--- src/rtl/mesh_task_ctrl.sv ---
// Test-task sequencer for the 2x4 mesh: shadows per-PE traffic config,
// runs flush/run/end sequencing and collects sticky per-PE finish status.
module mesh_task_ctrl #(
  parameter int NUM_PE    = 8,
  parameter int FLUSH_CYC = 4,
  parameter int CNT_W     = 32
) (
  input  logic                  clk,
  input  logic                  rst,
  input  logic                  cfg_wr_en,
  input  logic [3:0]            cfg_wr_addr,
  input  logic [31:0]           cfg_wr_data,
  input  logic                  start,
  input  logic                  abort,
  output logic [NUM_PE-1:0]     pe_enable,
  output logic [NUM_PE-1:0]     pe_dbg_mode_wire,
  output logic [3*NUM_PE-1:0]   pe_send_num_wire,
  output logic [3*NUM_PE-1:0]   pe_receive_num_wire,
  output logic [4*NUM_PE-1:0]   pe_rate_wire,
  output logic [24*NUM_PE-1:0]  pe_dst_seq_wire,
  output logic [4*NUM_PE-1:0]   pe_mode_wire,
  output logic [NUM_PE-1:0]     pe_flush_wire,
  input  logic [NUM_PE-1:0]     pe_task_send_finish_flag,
  input  logic [NUM_PE-1:0]     pe_task_receive_finish_flag,
  output logic                  busy,
  output logic                  done,
  output logic                  timeout,
  output logic [NUM_PE-1:0]     send_done_mask,
  output logic [NUM_PE-1:0]     recv_done_mask,
  output logic [CNT_W-1:0]      run_cycles
);

  localparam logic [1:0] ST_IDLE  = 2'd0;
  localparam logic [1:0] ST_FLUSH = 2'd1;
  localparam logic [1:0] ST_RUN   = 2'd2;
  localparam logic [1:0] ST_END   = 2'd3;
  localparam int FC_W = (FLUSH_CYC > 1) ? $clog2(FLUSH_CYC) : 1;

  logic [1:0]           state_r;
  logic [FC_W-1:0]      flush_cnt_r;
  logic [NUM_PE-1:0]    mask_r;
  logic [NUM_PE-1:0]    dbg_r;
  logic [3*NUM_PE-1:0]  send_num_r;
  logic [3*NUM_PE-1:0]  recv_num_r;
  logic [4*NUM_PE-1:0]  rate_r;
  logic [4*NUM_PE-1:0]  mode_r;
  logic [24*NUM_PE-1:0] dst_seq_r;
  logic [CNT_W-1:0]     limit_r;
  logic [CNT_W-1:0]     run_cycles_r;
  logic [NUM_PE-1:0]    send_done_r;
  logic [NUM_PE-1:0]    recv_done_r;
  logic                 done_r;
  logic                 timeout_r;

  logic                 busy_s;
  logic                 start_ok_s;
  logic [NUM_PE-1:0]    send_nxt_s;
  logic [NUM_PE-1:0]    recv_nxt_s;
  logic                 complete_s;
  logic                 tmo_hit_s;
  logic [CNT_W-1:0]     run_inc_s;

  assign busy_s     = (state_r == ST_FLUSH) || (state_r == ST_RUN);
  assign start_ok_s = start && (mask_r != {NUM_PE{1'b0}}) && !busy_s;
  assign send_nxt_s = send_done_r | (pe_task_send_finish_flag & mask_r);
  assign recv_nxt_s = recv_done_r | (pe_task_receive_finish_flag & mask_r);
  // Completion looks at this cycle's flags too, so END follows immediately.
  assign complete_s = (send_nxt_s == mask_r) && (recv_nxt_s == mask_r);
  assign tmo_hit_s  = (limit_r != {CNT_W{1'b0}}) &&
                      (run_cycles_r == (limit_r - {{(CNT_W-1){1'b0}}, 1'b1}));
  assign run_inc_s  = (run_cycles_r == {CNT_W{1'b1}}) ? run_cycles_r
                      : run_cycles_r + {{(CNT_W-1){1'b0}}, 1'b1};

  // Shadow configuration registers, frozen while a task is in progress.
  always_ff @(posedge clk or posedge rst) begin
    if (rst) begin
      mask_r     <= {NUM_PE{1'b0}};
      dbg_r      <= {NUM_PE{1'b0}};
      send_num_r <= {(3*NUM_PE){1'b0}};
      recv_num_r <= {(3*NUM_PE){1'b0}};
      rate_r     <= {(4*NUM_PE){1'b0}};
      mode_r     <= {(4*NUM_PE){1'b0}};
      dst_seq_r  <= {(24*NUM_PE){1'b0}};
      limit_r    <= {CNT_W{1'b0}};
    end else if (cfg_wr_en && !busy_s) begin
      case (cfg_wr_addr)
        4'd0: begin
          mask_r <= cfg_wr_data[NUM_PE-1:0];
          dbg_r  <= cfg_wr_data[8 +: NUM_PE];
        end
        4'd1:  send_num_r <= cfg_wr_data[3*NUM_PE-1:0];
        4'd2:  recv_num_r <= cfg_wr_data[3*NUM_PE-1:0];
        4'd3:  rate_r <= cfg_wr_data[4*NUM_PE-1:0];
        4'd4:  mode_r <= cfg_wr_data[4*NUM_PE-1:0];
        4'd5:  dst_seq_r[31:0]    <= cfg_wr_data;
        4'd6:  dst_seq_r[63:32]   <= cfg_wr_data;
        4'd7:  dst_seq_r[95:64]   <= cfg_wr_data;
        4'd8:  dst_seq_r[127:96]  <= cfg_wr_data;
        4'd9:  dst_seq_r[159:128] <= cfg_wr_data;
        4'd10: dst_seq_r[191:160] <= cfg_wr_data;
        4'd11: limit_r <= CNT_W'(cfg_wr_data);
        default: limit_r <= limit_r;
      endcase
    end
  end

  // Task sequencer with sticky status collection.
  always_ff @(posedge clk or posedge rst) begin
    if (rst) begin
      state_r      <= ST_IDLE;
      flush_cnt_r  <= {FC_W{1'b0}};
      run_cycles_r <= {CNT_W{1'b0}};
      send_done_r  <= {NUM_PE{1'b0}};
      recv_done_r  <= {NUM_PE{1'b0}};
      done_r       <= 1'b0;
      timeout_r    <= 1'b0;
    end else begin
      case (state_r)
        ST_IDLE, ST_END: begin
          if (start_ok_s) begin
            state_r      <= ST_FLUSH;
            flush_cnt_r  <= {FC_W{1'b0}};
            run_cycles_r <= {CNT_W{1'b0}};
            send_done_r  <= {NUM_PE{1'b0}};
            recv_done_r  <= {NUM_PE{1'b0}};
            done_r       <= 1'b0;
            timeout_r    <= 1'b0;
          end
        end
        ST_FLUSH: begin
          if (abort) begin
            state_r   <= ST_END;
            timeout_r <= 1'b1;
            done_r    <= 1'b0;
          end else if (flush_cnt_r == FC_W'(FLUSH_CYC - 1)) begin
            state_r <= ST_RUN;
          end else begin
            flush_cnt_r <= flush_cnt_r + {{(FC_W-1){1'b0}}, 1'b1};
          end
        end
        ST_RUN: begin
          if (abort) begin
            state_r   <= ST_END;
            timeout_r <= 1'b1;
            done_r    <= 1'b0;
          end else begin
            run_cycles_r <= run_inc_s;
            send_done_r  <= send_nxt_s;
            recv_done_r  <= recv_nxt_s;
            if (complete_s) begin
              state_r <= ST_END;
              done_r  <= 1'b1;
            end else if (tmo_hit_s) begin
              state_r   <= ST_END;
              timeout_r <= 1'b1;
            end
          end
        end
        default: state_r <= ST_IDLE;
      endcase
    end
  end

  assign pe_enable           = (state_r == ST_RUN)   ? mask_r : {NUM_PE{1'b0}};
  assign pe_flush_wire       = (state_r == ST_FLUSH) ? mask_r : {NUM_PE{1'b0}};
  assign pe_dbg_mode_wire    = dbg_r;
  assign pe_send_num_wire    = send_num_r;
  assign pe_receive_num_wire = recv_num_r;
  assign pe_rate_wire        = rate_r;
  assign pe_mode_wire        = mode_r;
  assign pe_dst_seq_wire     = dst_seq_r;
  assign busy                = busy_s;
  assign done                = done_r;
  assign timeout             = timeout_r;
  assign send_done_mask      = send_done_r;
  assign recv_done_mask      = recv_done_r;
  assign run_cycles          = run_cycles_r;

endmodule

--- config.mk ---
export PLATFORM = sky130hd
export DESIGN_NAME = mesh_task_ctrl
export DESIGN_NICKNAME = d
export VERILOG_FILES = /design/src/rtl/mesh_task_ctrl.sv
export SDC_FILE = /design/constraint.sdc
export NUM_CORES = 1
export LEC_CHECK = 0
export BUFFER_PORTS_ARGS = -buffer_cell sky130_fd_sc_hd__buf_4
export CAP_MARGIN = 20
export CELL_PAD_IN_SITES_DETAIL_PLACEMENT = 1
export CELL_PAD_IN_SITES_GLOBAL_PLACEMENT = 2
export CORE_MARGIN = 2
export CORE_UTILIZATION = 35
export CTS_CLUSTER_DIAMETER = 30
export DETAILED_ROUTE_END_ITERATION = 6
export PLACE_DENSITY = 0.77
export SKIP_LAST_GASP = 1
export SYNTH_ARGS = -nofsm -noshare
export SYNTH_HDL_FRONTEND = slang
export SYNTH_SLANG_ARGS = --single-unit
--- constraint.sdc ---
create_clock -name clk -period 32.9 [get_ports clk]
set_input_delay 4.935 -clock clk [delete_from_list [all_inputs] [get_ports clk]]
set_output_delay 4.935 -clock clk [all_outputs]
set_load 0.005 [all_outputs]
After elaboration in Yosys (flattened, before gate mapping):

Index checks and enable logic that the tools add are counted.

* output and inout port bits: 379
* register bits after elaboration: 406

* eq/ne operators: 30
* $add $sub $neg: 3
* mux-type cells: 32
* bitwise operators: 4
* reduce and logical (&&, ||, !) cells: 32

Operators by type and width (number)
* $mux 32: 3
* $pmux 32 s2: 1
* $mux 8: 5
* $add 32x1->32 const B: 1
* $eq 32x32->1: 1
* $eq 32x32->1 const B: 1
* $pmux 8 s2: 2
* $reduce_bool 32->1: 1
* $sub 32x1->32 const B: 1
* $reduce_and 2->1: 12
* $mux 2: 9
* $and 8x8->8: 2
* $eq 4x3->1 const B: 4
* $eq 4x4->1 const B: 4
* $eq 8x8->1: 2
* $or 8x8->8: 2
* $ne 2x2->1 const B: 6
* $reduce_and 4->1: 3
* $ne 3x3->1 const B: 3
* $reduce_and 3->1: 3
* $eq 4x2->1 const B: 2
* $mux 1: 8
* $reduce_bool 8->1: 1
* $eq 2x2->1 const B: 3
* other kinds (15): 21

Longest topological paths before layout:

* word-level depth: 7
* mapped depth: 11
* depth with buffers taken out: 10

Least setup slack after synthesis:

Ideal clock, no wire load.

* path kind: input -> register
* from: input cfg_wr_en
* to: register rate_r[0], in the netlist pe_rate_wire[0]
* path buffers: 1
* data arrival time: 6289 ps
* slack: 26487 ps
* stages: 4
* cells stage by stage: nand2_1 -> nor4_1 -> clkbuf_1 -> mux2_2

* longest elaborated chain between the ends: 2

Ends and longest elaborated chain
* start: declaration: RTL line 10 `input logic cfg_wr_en,`
* $logic_and 1x1->1: RTL line 85 `end else if (cfg_wr_en && !busy_s) begin`
* $reduce_and 2->1 (no line)
* end signal: assignment: RTL line 81 `rate_r <= {(4*NUM_PE){1'b0}};`
* end signal: assignment: RTL line 93 `4'd3: rate_r <= cfg_wr_data[4*NUM_PE-1:0];`
* end: declaration: RTL line 45 `logic [4*NUM_PE-1:0] rate_r;`

No other way between the ends.
A chain may end at the register's enable or synchronous reset.

Worst setup path after layout:

* from: register state_r[0]
* to: output pe_enable[7]

* longest elaborated chain between the ends: 2

Ends and longest elaborated chain
* start: declaration: RTL line 39 `logic [1:0] state_r;`
* start signal: assignment: RTL line 110 `state_r <= ST_IDLE;`
* start signal: assignment: RTL line 121 `state_r <= ST_FLUSH;`
* start signal: assignment: RTL line 132 `state_r <= ST_END;`
* $eq 2x2->1: RTL line 164 `assign pe_enable = (state_r == ST_RUN) ? mask_r : {NUM_PE{1'b0}};`
* $mux 8: RTL line 164
* end: declaration: RTL line 15 `output logic [NUM_PE-1:0] pe_enable,`

No other way between the ends.

==> results.toml <==
[floorplanning]
io_pins = 436
rows = 81
fp.dieW_microns = 226
die-area_sq_mm = 0.0509
start_util_pct = 35.3
die_h_microns = 226
fp.coreArea_sq_mm = 0.0486

[clock_network]
clockBufferDepth = 3
clock-sinks = 406
numCtsBuffers = 100
root_buffer = "clkbuf_16"
cts_setup_buffers = 0
cts_resized = 0
hold_buffers = 0
insertion_delay_ns = 0.64
clk_pin_slew_ns = 0.04
cts_tree = "yes"
htree_levels = 3

[power]
p_per_area_mw_per_mm2 = 104
peakVddDrop_uv = 56.4
leakagePower_nw = 11.9

[drt]
dr_total_vias = 12600
wl_per_cell_microns = 23.6
drc = 0
drtIter0Drc = 473
vias_per_cell = 5.13
drtAntennaViolNets = 0
firstDrtPassIters = 4
drt-total-wl_microns = 57800

[sta]
timing.hold.ws_ns = 0.500
fin_crit_sh_pct = 21.3
setup_violations = 0
period_needed_ns = 7.02
setup_tns_ns = 0
worst_pin_slew_ns = 1.04
relSlewSlack_pct = 30.6
clock_skew_ns = 0.0154
grt_setup_unrepaired = "no"
drv_slew = 0
finalHoldViolCount = 0
setup_ws_ns = 25.88
timing.fmax_mhz = 142

[worst_setup_path]
critical-path-max-stage-delay_ns = 0.65
path_class = "reg -> out"
arrival_ns = 2.08
cp_slowest_cell = "ha_1"
crit_path_start_kind = "flip-flop"
critPathRequiredTime_ns = 27.96
crit_path_max_fanout = 22
end_kind = "output port"
cp_cell_sequence = "inv_1, ha_1, and2_1, buf_4"

[synth]
synth_cells = 1271
ys_seq_area_share_pct = 59.2
yosysUniqueCellTypes = 63
synth_top_flop_cell = "dfrtp_1"
synth_seq_cells = 406
synth.top_cells.by_area = "dfrtp_1, mux2_2, xor2_1, xnor2_1, clkbuf_1"
yosys-top-cells-count = "dfrtp_1, mux2_2, clkbuf_1, nor2_1, nand2_1"
yosys.area.top_type = "dfrtp_1"
syn_avg_cell_area_sq_um = 13.5
synth-edff-count = 0
ys_warn_count = 0
yosysMostFrequentCell = "dfrtp_1"
async_flop_share_pct = 100
synth.top_cell.area_share_pct = 59.2
syn-num-nets = 1333
syn_area_sq_mm = 0.0172

[final_layout]
syn2layout_area_growth_pct = 44.0
drive_gt1_share_pct = 54.8
nets = 1804

[global_route]
grt_max_degree = 151
grt_pass1_wl_microns = 86800
grt_usage_pct = 22.8
grt_remaining_overflow = 0
antenna_found_initial = 3
grt_pass1_vias = 13800

[placed_design]
dp_hpwl_microns = 39400
io_buffers = 435
gp_congestion = 0.805
preCtsSetupSlack_ns = 25.44

[run]
drv_cap = 0

[run_status]
status = "completed"

[worst_hold_path]
hp-class = "reg -> reg"
[through the flow]
| stage | utilization (%) | total power [mW] | area (sq um) | std cells |
|---|---|---|---|---|
| after floorplan | - | 1.13 | 17200 | 1271 |
| after global placement | 43.3 | 1.52 | 21100 | 2258 |
| after detailed placement | 43.4 | 1.55 | 21100 | 2260 |
| after CTS | 50.8 | 2.59 | 24700 | 2447 |
| after global routing | 50.8 | 2.69 | 24700 | 2451 |
| final | 50.8 | 2.57 | 24700 | 2451 |
[registers in the layout (all words and copies together), names as in the netlist, 2 cells and up]
signal	count
pe_dst_seq_wire	192
limit_r	32
pe_mode_wire	32
pe_rate_wire	32
run_cycles	32
pe_receive_num_wire	24
pe_send_num_wire	24
mask_r	8
pe_dbg_mode_wire	8
recv_done_mask	8
send_done_mask	8
flush_cnt_r	2
state_r	2
[critical path, delay by kind of cell (launching register included)]
family / cells / cell delay, ns
buffers and inverters: 2 / 0.20
and+or+nand+nor: 1 / 0.23
DFF: 1 / 0.38
adders and majority gates: 1 / 0.65
[power breakdown]
part           internal, mW  switching, mW
registers             0.689          0.140
logic                 0.410          0.304
clock network         0.713          0.310
[layout by cell type, fill, tap and decap left out, types with 8 or more instances in the layout]
cell type	n
clkbuf_8	19
a21oi_1	11
clkinv_2	19
o22ai_1	10
nand2_1	41
clkbuf_16	101
bufinv_16	14
a31oi_1	16
inv_1	8
and3_1	9
dfrtp_1	406
and2_1	22
buf_4	448
xnor2_1	34
clkinvlp_4	9
xor2_1	35
nor4_1	9
or4_1	10
nand4_1	15
mux2_2	351
nand3_1	18
nor3_1	13
nor2_1	66
and4_1	8
o21ai_0	11
clkbuf_1	14
[path summary, 6_finish.rpt]
| kind | startpoint | endpoint | slack (ns) | cells after the start |
|---|---|---|---|---|
| setup / recovery | state_r[0] | pe_enable[7] | 25.88 | 4 |
| hold / removal | pe_receive_num_wire[13] | pe_receive_num_wire[13] | 0.50 | 1 |
| setup reg to reg | limit_r[0] | timeout | 29.21 | 10 |
| hold reg to reg | pe_receive_num_wire[13] | pe_receive_num_wire[13] | 0.50 | 1 |
| max in group asynchronous | rst | pe_receive_num_wire[14] | 26.18 | 4 |
| min in group asynchronous | rst | pe_dst_seq_wire[25] | 4.46 | 2 |
[metal layers]
| metal | GRT usage, % | part of all wire (%) | vias to the layer above |
|---|---|---|---|
| met1 | 25.8 | 38 | 6640 |
| met2 | 40.5 | 53 | 320 |
| met5 | 0 | 0 | - |
| met4 | 9.36 | 3.5 | 0 |
| li1 | - | - | 5510 |
| met3 | 6.41 | 5.3 | 111 |
[cell type report]
class                   count  area (sq um)
well taps                 622           778
diodes                      2          5.00
inverters                   9          41.3
repair buffers            453          3450
multi-input cells         772          6720
fillers                  4904         23900
clock buffers             134          2840
flip-flops and latches    406         10200
clock inverters            53           733
[cell families (layout without fill, tap and decap cells)]
family	count (synthesis)	in the layout	synth area share [%]
compound gates	91	91	3.80
xor+xnor	69	69	3.52
fa+ha+maj	5	5	0.364
buf+inv	93	649	2.14
flops	406	406	59.2
mux	353	353	23.1
other cells	0	2	0
simple gates	254	254	7.90
Power figures use the tool's default switching activity.
